$ cat src/rtl/lfsr_pkg.sv
// lfsr_pkg: shared constants, types and next-state function for the 8-bit PRBS link.
// The same lfsr_next() is used by the generator, LFSR_checker and bench models so all
// sides agree on the Galois polynomial and the zero-state insertion.
package lfsr_pkg;

    localparam int                LFSR_W          = 8;
    localparam logic [LFSR_W-1:0] LFSR_TAP_MASK   = 8'h8D;
    localparam logic [LFSR_W-1:0] LFSR_RESET_SEED = 8'h01;

    typedef logic [LFSR_W-1:0] lfsr_word_t;

    // Action taken by the generator on a clock edge (reset is handled separately).
    typedef enum logic [1:0] {
        LFSR_OP_IDLE,
        LFSR_OP_STEP,
        LFSR_OP_LOAD
    } lfsr_op_e;

    // One Galois step with an arbitrary tap mask. Feedback is the MSB, flipped when the
    // low bits are all zero: this splices 8'h00 into the cycle between 8'h80 and the
    // normal successor of 8'h80, so the all-zero word is a regular member of the stream.
    // Bit 0 of the mask is implied by the feedback landing in bit 0.
    function automatic lfsr_word_t lfsr_next_mask(input lfsr_word_t s, input lfsr_word_t mask);
        logic       fb;
        lfsr_word_t n;
        fb = s[LFSR_W-1] ^ (s[LFSR_W-2:0] == '0);
        n  = {s[LFSR_W-2:0], fb};
        if (fb) begin
            n = n ^ {mask[LFSR_W-1:1], 1'b0};
        end
        return n;
    endfunction

    // Step with the team polynomial.
    function automatic lfsr_word_t lfsr_next(input lfsr_word_t s);
        return lfsr_next_mask(s, LFSR_TAP_MASK);
    endfunction

endpackage

$ cat src/rtl/lfsr_err_injector.sv
// lfsr_err_injector: counts emitted words and flips bit 0 of every Nth one so the
// downstream checker can be pushed out of lock and observed relocking.
// Only instantiated when LFSR_ERR_INJECT_EN is defined.
module lfsr_err_injector
    import lfsr_pkg::*;
(
    input  logic       clk,
    input  logic       reset,
    input  logic       clear_i,
    input  logic       advance_i,
    input  logic       err_en_i,
    input  logic [7:0] err_period_i,
    input  lfsr_word_t word_i,
    output lfsr_word_t word_o,
    output logic       err_inj_o
);

    logic [7:0] count_q;
    logic [7:0] count_d;
    logic [7:0] countInc;
    logic       errInj_q;
    logic       errInj_d;
    logic       injectHit;

    // The counter counts every emitted word; a match against a non-zero period while
    // enabled corrupts that word. A period lowered below the current count simply
    // lets the counter run on through 255 before it can match again.
    always_comb begin
        countInc  = count_q + 8'd1;
        injectHit = advance_i && err_en_i && (err_period_i != 8'd0) && (countInc == err_period_i);
        word_o    = word_i ^ {{(LFSR_W-1){1'b0}}, injectHit};
        count_d   = count_q;
        errInj_d  = 1'b0;
        if (clear_i) begin
            count_d = 8'd0;
        end else if (advance_i) begin
            count_d  = injectHit ? 8'd0 : countInc;
            errInj_d = injectHit;
        end
    end

    // Register the counter and the flag that travels with the corrupted word.
    always_ff @(posedge clk) begin
        if (reset) begin
            count_q  <= 8'd0;
            errInj_q <= 1'b0;
        end else begin
            count_q  <= count_d;
            errInj_q <= errInj_d;
        end
    end

    assign err_inj_o = errInj_q;

endmodule

$ cat src/rtl/lfsr_generator.sv
// lfsr_generator: PRBS word source for the 8-bit link. Advances one Galois step per
// valid cycle, reloads a seed on soft reset and flags when the loaded seed comes back.
// Define LFSR_ERR_INJECT_EN to build the bit-0 error injector; without it the error
// ports are accepted but ignored and o_err_inj stays low.
module lfsr_generator
    import lfsr_pkg::*;
#(
    parameter logic [LFSR_W-1:0] RESET_SEED = LFSR_RESET_SEED,
    parameter logic [LFSR_W-1:0] TAP_MASK   = LFSR_TAP_MASK
) (
    input  logic              clk,
    input  logic              reset,
    input  logic              i_valid,
    input  logic              i_soft_reset,
    input  logic [LFSR_W-1:0] i_seed,
    input  logic              i_err_en,
    input  logic [7:0]        i_err_period,
    output logic [LFSR_W-1:0] o_LFSR,
    output logic              o_valid,
    output logic              o_wrap,
    output logic              o_err_inj
);

    lfsr_op_e   op;
    lfsr_word_t nextState;
    lfsr_word_t outWord;
    lfsr_word_t state_q;
    lfsr_word_t state_d;
    lfsr_word_t seed_q;
    lfsr_word_t seed_d;
    lfsr_word_t word_q;
    lfsr_word_t word_d;
    logic       valid_q;
    logic       valid_d;
    logic       wrap_q;
    logic       wrap_d;

    // Decide what this edge does; a seed load wins over an advance request.
    always_comb begin
        op = LFSR_OP_IDLE;
        if (i_soft_reset) begin
            op = LFSR_OP_LOAD;
        end else if (i_valid) begin
            op = LFSR_OP_STEP;
        end
    end

    assign nextState = lfsr_next_mask(state_q, TAP_MASK);

`ifdef LFSR_ERR_INJECT_EN
    logic advance;
    logic load;

    assign advance = (op == LFSR_OP_STEP);
    assign load    = (op == LFSR_OP_LOAD);

    lfsr_err_injector u_err_injector (
        .clk          (clk),
        .reset        (reset),
        .clear_i      (load),
        .advance_i    (advance),
        .err_en_i     (i_err_en),
        .err_period_i (i_err_period),
        .word_i       (nextState),
        .word_o       (outWord),
        .err_inj_o    (o_err_inj)
    );
`else
    logic unused_err_inputs;

    assign unused_err_inputs = ^{i_err_en, i_err_period};
    assign outWord           = nextState;
    assign o_err_inj         = 1'b0;
`endif

    // Next-state for the sequence state, the remembered seed and the output word.
    // Only the emitted word may carry an injected error; the state always takes the
    // clean successor so the stream resumes uncorrupted.
    always_comb begin
        state_d = state_q;
        seed_d  = seed_q;
        word_d  = word_q;
        valid_d = 1'b0;
        wrap_d  = 1'b0;
        case (op)
            LFSR_OP_LOAD: begin
                state_d = i_seed;
                seed_d  = i_seed;
            end
            LFSR_OP_STEP: begin
                state_d = nextState;
                word_d  = outWord;
                valid_d = 1'b1;
                wrap_d  = (nextState == seed_q);
            end
            default: begin
            end
        endcase
    end

    // State and output registers; reset restores the power-on seed and clears outputs.
    always_ff @(posedge clk) begin
        if (reset) begin
            state_q <= RESET_SEED;
            seed_q  <= RESET_SEED;
            word_q  <= '0;
            valid_q <= 1'b0;
            wrap_q  <= 1'b0;
        end else begin
            state_q <= state_d;
            seed_q  <= seed_d;
            word_q  <= word_d;
            valid_q <= valid_d;
            wrap_q  <= wrap_d;
        end
    end

    assign o_LFSR  = word_q;
    assign o_valid = valid_q;
    assign o_wrap  = wrap_q;

endmodule
$ cat config.mk
export PLATFORM = sky130hd
export DESIGN_NAME = lfsr_generator
export DESIGN_NICKNAME = d
export VERILOG_FILES = /design/src/rtl/lfsr_pkg.sv /design/src/rtl/lfsr_err_injector.sv /design/src/rtl/lfsr_generator.sv
export SDC_FILE = /design/constraint.sdc
export NUM_CORES = 1
export LEC_CHECK = 0
export CELL_PAD_IN_SITES_DETAIL_PLACEMENT = 0
export CELL_PAD_IN_SITES_GLOBAL_PLACEMENT = 1
export CORE_ASPECT_RATIO = 0.9
export CORE_MARGIN = 3
export CORE_UTILIZATION = 31
export CTS_CLUSTER_DIAMETER = 150
export CTS_CLUSTER_SIZE = 25
export DETAILED_ROUTE_END_ITERATION = 8
export GPL_ROUTABILITY_DRIVEN = 0
export GPL_TIMING_DRIVEN = 0
export HOLD_SLACK_MARGIN = 0.06
export PLACE_DENSITY = 0.78
export SLEW_MARGIN = 20
export SYNTH_ARGS = -nofsm -noshare
export SYNTH_HDL_FRONTEND = slang
export SYNTH_SLANG_ARGS = --single-unit
export TNS_END_PERCENT = 1
$ cat constraint.sdc
create_clock -name clk -period 1.8 [get_ports clk]
set_clock_uncertainty 0.2 [all_clocks]
set_input_delay 0.45 -clock clk [delete_from_list [all_inputs] [get_ports clk]]
set_output_delay 0.45 -clock clk [all_outputs]
set_load 0.05 [all_outputs]
==> impl_metrics.sql <==
INSERT INTO impl_metrics (metric_group, metric, value, unit) VALUES
('timing', 'setup_viol', '1', ''),
('status', 'violations_in_the_final_reports', 'setup timing', ''),
('placement', 'post-place-cells', '193', ''),
('pwr', 'switchingPower', '0.3461', 'mW'),
('synth', 'synth.distinct_cells', '32', ''),
('layout', 'stdcell_count', '199', ''),
('synth', 'synth_async_sr_flop_share', '0', '%'),
('pwr', 'power.total', '1.222', 'mW'),
('flow_run', 'max_cap_viol_count', '0', ''),
('critical_path', 'crit_path_start_kind', 'flip-flop', ''),
('synth', 'synth.yosys.seq_area_share', '44.64', '%'),
('synth', 'synth_area_per_cell', '9.040', 'um2'),
('timing', 'final-max-slew-violation-count', '0', ''),
('global_routing', 'first_global_vias', '988', ''),
('synth', 'synth.net_count', '150', ''),
('layout', 'areaGrowthSynthToFinish', '29.18', '%'),
('min_path', 'worst_hold_path_type', 'reg2reg', ''),
('pwr', 'leakage', '0.6200', 'nW'),
('critical_path', 'cp.buffers_inverters', '0', ''),
('pwr', 'p_comb_share', '20.9', '%'),
('drt', 'vias_per_cell', '4.940', ''),
('floorplan', 'die-height', '64.19', 'um'),
('clock_tree', 'tritoncts_num_sinks', '26', ''),
('clock_tree', 'cts_root_buf', 'sky130_fd_sc_hd__clkbuf_8', ''),
('floorplan', 'start_util', '33.29', '%'),
('critical_path', 'critical_path.cell_chain', 'nor4_4, a21boi_2, or3_1, a2111oi_2', ''),
('global_routing', 'grt_first_pass_wirelength', '4.512', 'mm'),
('critical_path', 'cpMaxStageDelayCell', 'sky130_fd_sc_hd__or3_1', ''),
('critical_path', 'path_max_fanout', '4', ''),
('synth', 'synth_commonest_cells', '26 x sky130_fd_sc_hd__dfxtp_1, 19 x sky130_fd_sc_hd__nor2_1, 13 x sky130_fd_sc_hd__a21oi_1, 11 x sky130_fd_sc_hd__mux2i_1, 9 x sky130_fd_sc_hd__nand2_1', ''),
('pwr', 'intPower', '0.8759', 'mW'),
('drt', 'drt_pre_antenna_iters', '4', ''),
('floorplan', 'io_pins', '32', ''),
('layout', 'num_antenna_cells', '0', ''),
('drt', 'final_antenna_net_count', '0', ''),
('synth', 'number_of_flops_mapped_to_enable_cells_by_yosys', '0', ''),
('synth', 'postSynthCellCount', '129', ''),
('global_routing', 'groute.usage.overall', '12.53', '%'),
('timing', 'timing.final.crit_share', '100.1', '%'),
('critical_path', 'critPathRequiredTime', '1.77', 'ns'),
('status', 'outcome', 'finished with violations', ''),
('critical_path', 'critPathArrivalTime', '1.77', 'ns'),
('placement', 'preCtsSetupSlack', '-0.4949', 'ns'),
('clock_tree', 'cts_buffer_depth', '2', ''),
('floorplan', 'floorplan.die_area', '0.004535', 'mm2'),
('timing', 'rsz0062_at_grt', 'true', ''),
('clock_tree', 'cts-htree-levels', '1', ''),
('synth', 'synth.most_common_cell', 'sky130_fd_sc_hd__dfxtp_1', ''),
('clock_tree', 'cts_inserted_buffers', '3', ''),
('timing', 'finalHoldViolations', '0', ''),
('floorplan', 'die-width', '70.65', 'um'),
('timing', 'timing.hold.ws', '0.2592', 'ns'),
('layout', 'finish.net_count', '178', ''),
('synth', 'synth-main-ff-cell', 'sky130_fd_sc_hd__dfxtp_1', ''),
('critical_path', 'critical-path-max-stage-delay', '0.40', 'ns'),
('pwr', 'seq_power_share', '53.2', '%'),
('clock_tree', 'clk_transition_reported_paths', '0.08', 'ns'),
('timing', 'layout_setup_ws', '-0.001987', 'ns'),
('timing', 'layout_min_cycle_time', '1.802', 'ns'),
('floorplan', 'row_count', '20', ''),
('layout', 'layout-drive-gt1-share', '14.84', '%'),
('global_routing', 'antenna_found_initial', '0', ''),
('timing', 'fmax', '554.9', 'MHz'),
('global_routing', 'globalRoute.totalOverflow', '0', ''),
('critical_path', 'type_of_the_setup_path_with_the_least_slack', 'reg2reg', ''),
('synth', 'yosys_top_cell_by_area', 'sky130_fd_sc_hd__dfxtp_1', ''),
('critical_path', 'critical-path-top-delay-family', 'simple AND/OR/NAND/NOR gates', ''),
('synth', 'ff_latch_count_synth', '26', ''),
('placement', 'detailed_place_hpwl', '1.942', 'mm'),
('drt', 'postRouteWirelength', '2.583', 'mm'),
('drt', 'detailedRoute.firstIterationViolations', '42', '');
## cell usage in the layout, fill, tap and decap left out, types with 2 or more instances in the layout
master / n
sky130_fd_sc_hd__a22oi_1: 3
sky130_fd_sc_hd__mux2i_1: 11
sky130_fd_sc_hd__buf_2: 3
sky130_fd_sc_hd__buf_4: 5
sky130_fd_sc_hd__a21oi_1: 13
sky130_fd_sc_hd__dfxtp_1: 23
sky130_fd_sc_hd__nor3_1: 2
sky130_fd_sc_hd__or3_1: 2
sky130_fd_sc_hd__nand3b_1: 3
sky130_fd_sc_hd__clkdlybuf4s50_1: 9
sky130_fd_sc_hd__clkbuf_8: 3
sky130_fd_sc_hd__xor2_1: 5
sky130_fd_sc_hd__dfxtp_2: 3
sky130_fd_sc_hd__dlygate4sd2_1: 2
sky130_fd_sc_hd__xnor2_1: 4
sky130_fd_sc_hd__nand2_1: 9
sky130_fd_sc_hd__inv_1: 2
sky130_fd_sc_hd__o22ai_1: 3
sky130_fd_sc_hd__nor2_1: 19
sky130_fd_sc_hd__clkdlybuf4s15_1: 7
sky130_fd_sc_hd__clkbuf_1: 3
sky130_fd_sc_hd__o21ai_0: 4
## power by group through the flow
stage | registers, mW | logic [mW] | clock network, mW
after floorplan | 0.684 | 0.140 | 0
after global placement | 0.656 | 0.243 | 0
after detailed placement | 0.657 | 0.248 | 0
after CTS | 0.643 | 0.245 | 0.333
after global routing | 0.656 | 0.280 | 0.349
final | 0.650 | 0.255 | 0.317
## per-layer routing
layer,track usage (%),vias up,share of wire [%]
met5,0,-,0
met4,2.817,0,0.66
met3,3.931,2,5.8
met2,20.68,24,47
met1,16.02,460,46
li1,-,497,-
## state kept, by name, indices dropped and copies added (netlist names)
signal   flops
o_LFSR       8
o_valid      1
o_wrap       1
seed_q       8
state_q      8
## layout make-up
| cell class | count | area [um2] | area share [%] |
|---|---|---|---|
| buffer | 7 | 33.78 | 2.243 |
| clock buffer | 3 | 41.29 | 2.741 |
| inverter | 2 | 7.507 | 0.4983 |
| multi-input combinational | 93 | 619.3 | 41.11 |
| sequential | 26 | 524.3 | 34.80 |
| tap | 44 | 55.05 | 3.654 |
| timing repair buffer | 24 | 225.2 | 14.95 |
## worst paths after layout
| check | startpoint | end | slack, ns | cells after the start |
|---|---|---|---|---|
| max | state_q[6] | o_wrap | -0.002 | 4 |
| min | o_LFSR[1] | o_LFSR[1] | 0.26 | 2 |
| max reg2reg | state_q[6] | o_wrap | -0.002 | 4 |
| min reg2reg | o_LFSR[1] | o_LFSR[1] | 0.26 | 2 |
## per-stage QoR
stage	instance area (um2)	setup TNS, ns
2_1_floorplan	1166	0
3_3_place_gp	1421	-6.135
3_5_place_dp	1421	-6.681
4_1_cts	1463	-0.1309
5_1_grt	1506	-0.08699
6_report	1506	-0.001987
## logic make-up after synthesis
| logic type | synth area share (%) |
|---|---|
| and+or+nand+nor | 19.74 |
| other | 0.3216 |
| DFF | 44.64 |
| muxes | 10.41 |
| buffers and inverters | 3.648 |
| AOI/OAI and AO/OA | 14.48 |
| xor gates and xnor gates | 6.759 |
## worst min-delay path: stages (launching register included)
cell                      delay [ns]
sky130_fd_sc_hd__dfxtp_1        0.32
sky130_fd_sc_hd__nand2_1        0.05
sky130_fd_sc_hd__a21oi_1        0.05
## timing repair
item	in CTS	in global routing
buffers inserted	0	4
resized for setup	15	14
pin swaps	0	2
setup endpoints to repair	23	15
No activity file was read; power rests on OpenSTA's default activity.
